[src/rtl/noc_pkg.sv]
// Shared NoC router definitions: port direction indices, default flit width
// and the one-hot output-arbiter state encodings.
package noc_pkg;

  localparam int DIR_N  = 0;
  localparam int DIR_E  = 1;
  localparam int DIR_W  = 2;
  localparam int DIR_S  = 3;
  localparam int DIR_L  = 4;

  localparam int FLIT_W = 32;

  typedef logic [5:0] arb_state_t;

  localparam arb_state_t IDLE = 6'b000001;
  localparam arb_state_t L    = 6'b000010;
  localparam arb_state_t N    = 6'b000100;
  localparam arb_state_t E    = 6'b001000;
  localparam arb_state_t W    = 6'b010000;
  localparam arb_state_t S    = 6'b100000;

endpackage

[src/rtl/noc_fifo_mem.sv]
// DEPTH x DATA_WIDTH flit storage: one synchronous write port and one
// asynchronous read port, so the FIFO head is visible without a read cycle.
module noc_fifo_mem #(
  parameter int DATA_WIDTH = 32,
  parameter int DEPTH      = 4,
  parameter int PTR_W      = $clog2(DEPTH)
) (
  input  logic                  clk,
  input  logic                  we,
  input  logic [PTR_W-1:0]      waddr,
  input  logic [DATA_WIDTH-1:0] wdata,
  input  logic [PTR_W-1:0]      raddr,
  output logic [DATA_WIDTH-1:0] rdata
);

  logic [DATA_WIDTH-1:0] mem [DEPTH];

  always_ff @(posedge clk) begin
    if (we) begin
      mem[waddr] <= wdata;
    end
  end

  assign rdata = mem[raddr];

endmodule

[src/rtl/noc_rx_handshake_fifo.sv]
// Receive side of the RTS/CTS link: one flit accepted per CTS pulse into a
// circular FIFO popped by any output-arbiter grant. Option: RX_PARITY_EN.
module noc_rx_handshake_fifo
  import noc_pkg::*;
#(
  parameter  int DATA_WIDTH = FLIT_W,
  parameter  int DEPTH      = 4,
  localparam int PTR_W      = $clog2(DEPTH)
) (
  input  logic                  clk,
  input  logic                  rst,
  input  logic [DATA_WIDTH-1:0] RX,
  input  logic                  DRTS,
  output logic                  CTS,
  input  logic [4:0]            rd_en,
  output logic [DATA_WIDTH-1:0] dout,
  output logic                  empty,
  output logic                  full,
`ifdef RX_PARITY_EN
  input  logic                  rx_par,
  output logic                  par_err,
`endif
  output logic [PTR_W:0]        count
);

  logic [PTR_W-1:0] rd_ptr;
  logic [PTR_W-1:0] wr_ptr;
  logic             cts_next;
  logic             wr_en;
  logic             rd_valid;

  // The ~CTS term makes CTS a one-cycle pulse per handshake.
  assign cts_next = DRTS & ~CTS & ~full;
  assign rd_valid = (|rd_en) & ~empty;
  assign empty    = (count == '0);
  assign full     = (count == (PTR_W+1)'(DEPTH));

`ifdef RX_PARITY_EN
  logic par_ok;

  // A bad flit is still acknowledged so upstream never stalls, just not stored.
  assign par_ok = ~(^{RX, rx_par});
  assign wr_en  = cts_next & par_ok;

  always_ff @(posedge clk) begin
    if (rst) begin
      par_err <= 1'b0;
    end else if (cts_next && !par_ok) begin
      par_err <= 1'b1;
    end
  end
`else
  assign wr_en = cts_next;
`endif

  function automatic logic [PTR_W-1:0] ptr_inc(input logic [PTR_W-1:0] p);
    return (p == PTR_W'(DEPTH - 1)) ? '0 : p + 1'b1;
  endfunction

  always_ff @(posedge clk) begin
    if (rst) begin
      CTS    <= 1'b0;
      rd_ptr <= '0;
      wr_ptr <= '0;
      count  <= '0;
    end else begin
      CTS <= cts_next;
      if (wr_en) begin
        wr_ptr <= ptr_inc(wr_ptr);
      end
      if (rd_valid) begin
        rd_ptr <= ptr_inc(rd_ptr);
      end
      case ({wr_en, rd_valid})
        2'b10:   count <= count + 1'b1;
        2'b01:   count <= count - 1'b1;
        default: count <= count;
      endcase
    end
  end

  noc_fifo_mem #(
    .DATA_WIDTH (DATA_WIDTH),
    .DEPTH      (DEPTH),
    .PTR_W      (PTR_W)
  ) u_mem (
    .clk   (clk),
    .we    (wr_en),
    .waddr (wr_ptr),
    .wdata (RX),
    .raddr (rd_ptr),
    .rdata (dout)
  );

  // Multiple simultaneous grants are an arbiter bug; they still pop only once.
  a_single_grant : assert property (@(posedge clk) disable iff (rst) $onehot0(rd_en))
    else $error("noc_rx_handshake_fifo: multiple rd_en grants 0b%05b", rd_en);

endmodule

[config.mk]
export PLATFORM = sky130hd
export DESIGN_NAME = noc_rx_handshake_fifo
export DESIGN_NICKNAME = d
export VERILOG_FILES = /design/src/rtl/noc_pkg.sv /design/src/rtl/noc_fifo_mem.sv /design/src/rtl/noc_rx_handshake_fifo.sv
export SDC_FILE = /design/constraint.sdc
export NUM_CORES = 1
export LEC_CHECK = 0
export BUFFER_PORTS_ARGS = -buffer_cell sky130_fd_sc_hd__buf_2
export CAP_MARGIN = 20
export CORE_MARGIN = 2
export CORE_UTILIZATION = 24
export DETAILED_ROUTE_END_ITERATION = 10
export GPL_TIMING_DRIVEN = 0
export PLACE_DENSITY_LB_ADDON = 0.1
export SETUP_SLACK_MARGIN = 0.15
export SLEW_MARGIN = 10
export SYNTH_ARGS = -nofsm -noshare
export SYNTH_HDL_FRONTEND = slang
export SYNTH_SLANG_ARGS = --single-unit
[constraint.sdc]
create_clock -name clk -period 4.64 [get_ports clk]
set_input_delay 0.928 -clock clk [delete_from_list [all_inputs] [get_ports clk]]
set_output_delay 0.928 -clock clk [all_outputs]
set_load 0.05 [all_outputs]
==> flow_metrics.env, run 1 <==
export IMPL_routed_via_count=2452
export IMPL_start_util_pct=24.5
export IMPL_hold_path_class="flip-flop to flip-flop"
export IMPL_rows=53
export IMPL_endpoint_kind="output port"
export IMPL_slew_limit_headroom_pct=61.6
export IMPL_synth_lib_cells_used_distinct=26
export IMPL_largest_net_degree_at_the_start_of_global_routing=22
export IMPL_setup_violations_final=0
export IMPL_maxClockFrequency_mhz=353
export IMPL_clock_skew_final_ps=6.35
export IMPL_die_area_sq_um=22700
export IMPL_syn_area_per_cell_sq_um=23.0
export IMPL_grt_overflow=0
export IMPL_finalSetupTns_ps=0
export IMPL_report_final_slew_viol_count=0
export IMPL_dieWidth_um=151
export IMPL_port_buffers=76
export IMPL_deepest_level_of_the_cts_h_tree=4
export IMPL_p_leak_uw=0.00222
export IMPL_wire_per_inst_um=17.0
export IMPL_cts_made_buffers=17
export IMPL_io_pin_count=78
export IMPL_post_dp_cell_area_sq_um=5980
export IMPL_syn_inst=224
export IMPL_synth_edff_count=128
export IMPL_flip_flop_cell_with_the_highest_count_after_synthesis="sky130_fd_sc_hd__edfxtp_1"
export IMPL_clk_insertion_delay_late_ps=410
export IMPL_final_design_area_no_fill_sq_um=6530
export IMPL_detailed_place_hpwl_um=6630
export IMPL_cts_sink_count=138
export IMPL_synth_top_cell_by_area="sky130_fd_sc_hd__edfxtp_1"
export IMPL_fin_crit_ps=2830
export IMPL_cts_tree="built"
export IMPL_cp_data_required_time_ps=3710
export IMPL_irDropWorstVdd_uv=245
export IMPL_ys_async_sr_fraction_pct=0
export IMPL_worst_slew_pin_slew_ps=576
export IMPL_final_util_pct=31.1
export IMPL_grt_first_pass_wirelength_um=15700
export IMPL_yosysMostFrequentCell="sky130_fd_sc_hd__edfxtp_1"
export IMPL_cts_repair_resize_count=0
export IMPL_power_per_cell_area_nw_per_um2=624
export IMPL_postCtsSetupRepairBufs=0
export IMPL_final_layout_size_suffix_gt1_share_pct=45.5
export IMPL_m1WireLength_um=4780
export IMPL_dieHeight_um=151
export IMPL_placement_setup_worst_slack_ps=1930
export IMPL_cts_buffer_depth=2
export IMPL_vias_in_the_first_global_route=2646
export IMPL_max_cap_violations=0
export IMPL_clockRootBuffer="sky130_fd_sc_hd__clkbuf_16"
export IMPL_synth_cell_area_sq_um=5150
export IMPL_cts_hold_buffers=0
export IMPL_drt_iter0_drc=173
export IMPL_totalWireLength_um=10400
export IMPL_postRouteAntennaNets=0
export IMPL_hold_viol_final=0
export IMPL_firstDrtPassIters=4
export IMPL_routed_top_layer="met4"
export IMPL_timing_final_crit_share_pct=61.0
export IMPL_ys_seq_elements=138
export IMPL_route_met3_wl_um=649
export IMPL_path_max_fanout=10
export IMPL_ys_warn_count=0
export IMPL_critPathArrivalTime_ps=1900
export IMPL_layout_setup_ws_ps=1810
export IMPL_gp_congestion=0.618
export IMPL_setup_repair_after_global_routing_missed_its_margin="false"
export IMPL_core_area_sq_um=21000
export IMPL_netlist_top_cells_count="sky130_fd_sc_hd__edfxtp_1, sky130_fd_sc_hd__mux4_2, sky130_fd_sc_hd__dfxtp_1"
export IMPL_synth_fp_nets=271
export IMPL_clkSlewWorstSetupHoldPaths_ps=60
export IMPL_gr_usage_all_layers_pct=9.87
export IMPL_remaining_drc_errors=0
export IMPL_grt_antenna_before_repair=0
export IMPL_run_status="finished, final reports clean"
export IMPL_timing_critical_path_from_type="flip-flop"
export IMPL_drt_vias_per_instance=4.01
export IMPL_worstSetupPathType="flip-flop to output port"
export IMPL_ys_seq_area_share_pct=78.5
export IMPL_top_area_cell_type_share_of_the_netlist_area_pct=74.6
export IMPL_met2_wirelength_um=4870
export IMPL_synthTopCellsByArea="sky130_fd_sc_hd__edfxtp_1, sky130_fd_sc_hd__mux4_2, sky130_fd_sc_hd__dfxtp_1, sky130_fd_sc_hd__ha_1, sky130_fd_sc_hd__buf_6"
export IMPL_layout_area_overhead_vs_synth_pct=26.8
export IMPL_fin_nets=370
-- layout by cell type (no fill, tap or decap), types with 3 or more instances in the layout --
cell type | netlist | layout
sky130_fd_sc_hd__a21oi_1 | 3 | 3
sky130_fd_sc_hd__nand2b_1 | 3 | 3
sky130_fd_sc_hd__buf_6 | 3 | 3
sky130_fd_sc_hd__and2_2 | 0 | 4
sky130_fd_sc_hd__clkbuf_1 | 1 | 6
sky130_fd_sc_hd__clkinv_2 | 0 | 3
sky130_fd_sc_hd__edfxtp_1 | 128 | 128
sky130_fd_sc_hd__dfxtp_1 | 10 | 10
sky130_fd_sc_hd__nor3_1 | 3 | 3
sky130_fd_sc_hd__clkbuf_8 | 0 | 3
sky130_fd_sc_hd__nor2_1 | 6 | 6
sky130_fd_sc_hd__mux4_2 | 32 | 32
sky130_fd_sc_hd__clkbuf_16 | 0 | 17
sky130_fd_sc_hd__buf_2 | 4 | 80
sky130_fd_sc_hd__inv_1 | 6 | 6
sky130_fd_sc_hd__ha_1 | 6 | 6
-- report_power, final --
group / leakage [uW] / internal (uW) / switching (uW)
clock network: 0.000267 / 778 / 476
registers: 0.00125 / 1480 / 39.1
logic: 0.000706 / 404 / 904
-- final timing paths --
path,from,end,slack (ps),depth (start not counted)
worst min-delay path,rd_ptr[1],rd_ptr[1],530,2
worst max-delay path,flip-flop,dout[23],1810,4
worst min register to register,rd_ptr[1],rd_ptr[1],530,2
worst max register to register,count[2],count[2],2310,9
-- logic make-up after synthesis --
kind of cell | Yosys count | synth area share, %
multiplexers | 34 | 14.4
AND/OR/NAND/NOR | 21 | 2.36
flip-flops | 138 | 78.5
XOR/XNOR | 2 | 0.340
buffers and inverters | 14 | 1.55
adder cells (fa/ha/maj) | 7 | 1.85
AO/OA/AOI/OAI | 8 | 0.996
-- flip-flops by register name, indices dropped and copies added (netlist names), named ones only --
signal / flops
CTS: 1
count: 3
rd_ptr: 2
u_mem.mem: 128
wr_ptr: 2
-- cell type report --
type / instances / area (sq um)
sequential: 138 / 4040
antenna: 1 / 2.50
fill: 2047 / 14500
multi-input combinational: 72 / 1030
tap: 275 / 344
inverter: 6 / 22.5
clock inverter: 7 / 68.8
timing repair buffer: 80 / 475
clock buffer: 25 / 485
buffer: 8 / 57.6
-- per-stage QoR --
| stage | hold slack [ps] | std cells | power, uW |
|---|---|---|---|
| global route | 552 | 611 | 4270 |
| CTS | 536 | 611 | 4160 |
| detailed placement | 525 | 579 | 2880 |
| floorplan | 468 | 224 | 2550 |
| global placement | 510 | 575 | 2870 |
| finish | 529 | 612 | 4080 |
-- worst max-delay path, cell delays in order, from the launching register on --
cell and delay, ps:
sky130_fd_sc_hd__dfxtp_1 300, sky130_fd_sc_hd__buf_2 200, sky130_fd_sc_hd__buf_6 230, sky130_fd_sc_hd__mux4_2 540
sky130_fd_sc_hd__buf_2 230
-- per-layer routing --
layer	up-vias	global-route usage, %
li1	1121	-
met1	1260	12.6
met2	60	15.3
met3	11	4.06
met4	0	3.25
met5	-	0
Note: power is estimated with default switching activity, not from simulation.
==> run 2: changes to the inputs <==
clock period = 2.4 ns   (was 4.64 ns; I/O delays follow)
==> flow_metrics.env, run 2 (same netlist as run 1, synthesis figures left out) <==
export IMPL_run_status="finished, final reports clean"
export IMPL_crit_chain="buf_12 -> buf_12 -> mux4_2 -> buf_6"
export IMPL_report_final_slew_viol_count=0
export IMPL_die_area_sq_um=22700
export IMPL_worstPathBufferInverterCount=3
export IMPL_postRouteAntennaNets=0
export IMPL_worstSetupPathType="flip-flop to output port"
export IMPL_detailed_place_hpwl_um=6530
export IMPL_hold_path_class="input pin to flip-flop"
export IMPL_largest_net_degree_at_the_start_of_global_routing=20
export IMPL_worst_path_dominant_cell_family="multiplexers"
export IMPL_setup_violations_final=0
export IMPL_firstDrtPassIters=4
export IMPL_start_util_pct=24.5
export IMPL_routed_top_layer="met4"
export IMPL_met2_wirelength_um=5040
export IMPL_power_per_cell_area_nw_per_um2=1250
export IMPL_grt_antenna_before_repair=0
export IMPL_cts_sink_count=138
export IMPL_final_design_area_no_fill_sq_um=6940
export IMPL_endpoint_kind="output port"
export IMPL_cp_data_required_time_ps=1920
export IMPL_routed_via_count=2492
export IMPL_largest_reg_flops=128
export IMPL_io_pin_count=78
export IMPL_wire_per_inst_um=17.3
export IMPL_rows=53
export IMPL_cts_tree="built"
export IMPL_total_power_uw=8680
export IMPL_totalWireLength_um=10600
export IMPL_final_layout_size_suffix_gt1_share_pct=49.3
export IMPL_irDropWorstVdd_uv=441
export IMPL_fin_nets=375
export IMPL_fin_crit_ps=2250
export IMPL_finalSetupTns_ps=0
export IMPL_m1WireLength_um=4830
export IMPL_remaining_drc_errors=0
export IMPL_p_leak_uw=0.00237
export IMPL_deepest_level_of_the_cts_h_tree=4
export IMPL_slew_limit_headroom_pct=57.4
export IMPL_critPathArrivalTime_ps=1770
export IMPL_clockRootBuffer="sky130_fd_sc_hd__clkbuf_16"
export IMPL_clock_skew_final_ps=6.21
export IMPL_timing_final_crit_share_pct=93.8
export IMPL_drt_iter0_drc=137
export IMPL_clk_insertion_delay_late_ps=400
export IMPL_port_buffers=76
export IMPL_layout_common_cells="sky130_fd_sc_hd__edfxtp_1, sky130_fd_sc_hd__buf_2, sky130_fd_sc_hd__mux4_2"
export IMPL_worst_slew_pin_slew_ps=639
export IMPL_gp_congestion=0.647
export IMPL_largest_register="u_mem.mem"
export IMPL_cts_buffer_depth=2
export IMPL_grt_first_pass_wirelength_um=15700
export IMPL_timing_critical_path_from_type="flip-flop"
export IMPL_hold_viol_final=0
export IMPL_cts_made_buffers=17
export IMPL_num_antenna_cells=0
export IMPL_maxClockFrequency_mhz=444
export IMPL_post_dp_cell_area_sq_um=6000
export IMPL_setup_repair_after_global_routing_missed_its_margin="true"
export IMPL_cts_hold_buffers=0
export IMPL_gr_usage_all_layers_pct=9.84
export IMPL_dieHeight_um=151
export IMPL_drt_vias_per_instance=4.05
export IMPL_path_common_cell="sky130_fd_sc_hd__buf_12"
export IMPL_dieWidth_um=151
export IMPL_route_met3_wl_um=649
export IMPL_layout_cells_most_common="sky130_fd_sc_hd__edfxtp_1"
export IMPL_reg_largest_list="u_mem.mem: 128 flops, count: 3 flops"
export IMPL_clkSlewWorstSetupHoldPaths_ps=60
export IMPL_core_area_sq_um=21000
export IMPL_vias_in_the_first_global_route=2663
export IMPL_critical_path_max_stage_delay_ps=540
export IMPL_grt_overflow=0
export IMPL_max_cap_violations=0
export IMPL_path_max_fanout=8
export IMPL_layout_area_overhead_vs_synth_pct=34.7
export IMPL_final_util_pct=33.0
export IMPL_slowest_stage="sky130_fd_sc_hd__mux4_2"
-- run 2: changes by cell type in the layout (fill, tap and decap cells not counted), sizes merged, moves of 2 or more --
| cell | previous run | this run |
|---|---|---|
| buf | 87 | 90 |
| bufinv | 1 | 3 |
| clkinv | 4 | 8 |
| clkbuf | 26 | 22 |
-- run 2: power breakdown --
part / leakage, uW / switching, uW / internal, uW
clock network: 0.000286 / 957 / 1620
logic: 0.000832 / 1860 / 1300
registers: 0.00125 / 87.4 / 2860
-- run 2: timing repair --
action	CTS	global route
pin swaps	0	0
gates resized for setup	46	41
setup buffers	2	0
setup endpoints to repair	30	32
gates cloned	1	2
-- run 2: layout make-up --
type                            count  area (sq um)
Inverter                            6          22.5
Buffer                              8           114
Clock buffer                       19           433
Clock inverter                     13           151
Fill cell                        1999         14100
Timing Repair Buffer               85           772
Tap cell                          275           344
Sequential cell                   138          4050
Multi-Input combinational cell     72          1050
-- run 2: per-stage QoR --
step	hold slack, ps	setup WS, ps	instances
5_1_grt	267	72.6	616
3_5_place_dp	502	231	579
2_1_floorplan	468	-14.9	224
3_3_place_gp	499	-535	575
6_report	289	149	616
4_1_cts	262	82.0	614
-- run 2: worst register-to-register path, delay by kind of cell (launching register included) --
family	cells	cell delay (ps)
flip-flops	1	350
XOR/XNOR	1	150
AO/OA/AOI/OAI	1	120
buffers and inverters	2	140
AND/OR/NAND/NOR	3	710
adder cells (fa/ha/maj)	2	530
-- run 2: final timing paths --
check                           cells after the start               end  slack [ps]  startpoint
worst min register to register                      2         rd_ptr[1]         510   rd_ptr[1]
worst max register to register                      9          count[2]         330    count[1]
worst min-delay path                                1  u_mem.mem[2][20]         290      RX[20]
worst max-delay path                                4           dout[2]         150   flip-flop
-- run 2: per-layer routing --
metal | up-vias | track usage (%)
li1 | 1140 | -
met1 | 1279 | 12.4
met2 | 68 | 15.1
met3 | 5 | 4.06
met4 | 0 | 3.68
met5 | - | 0
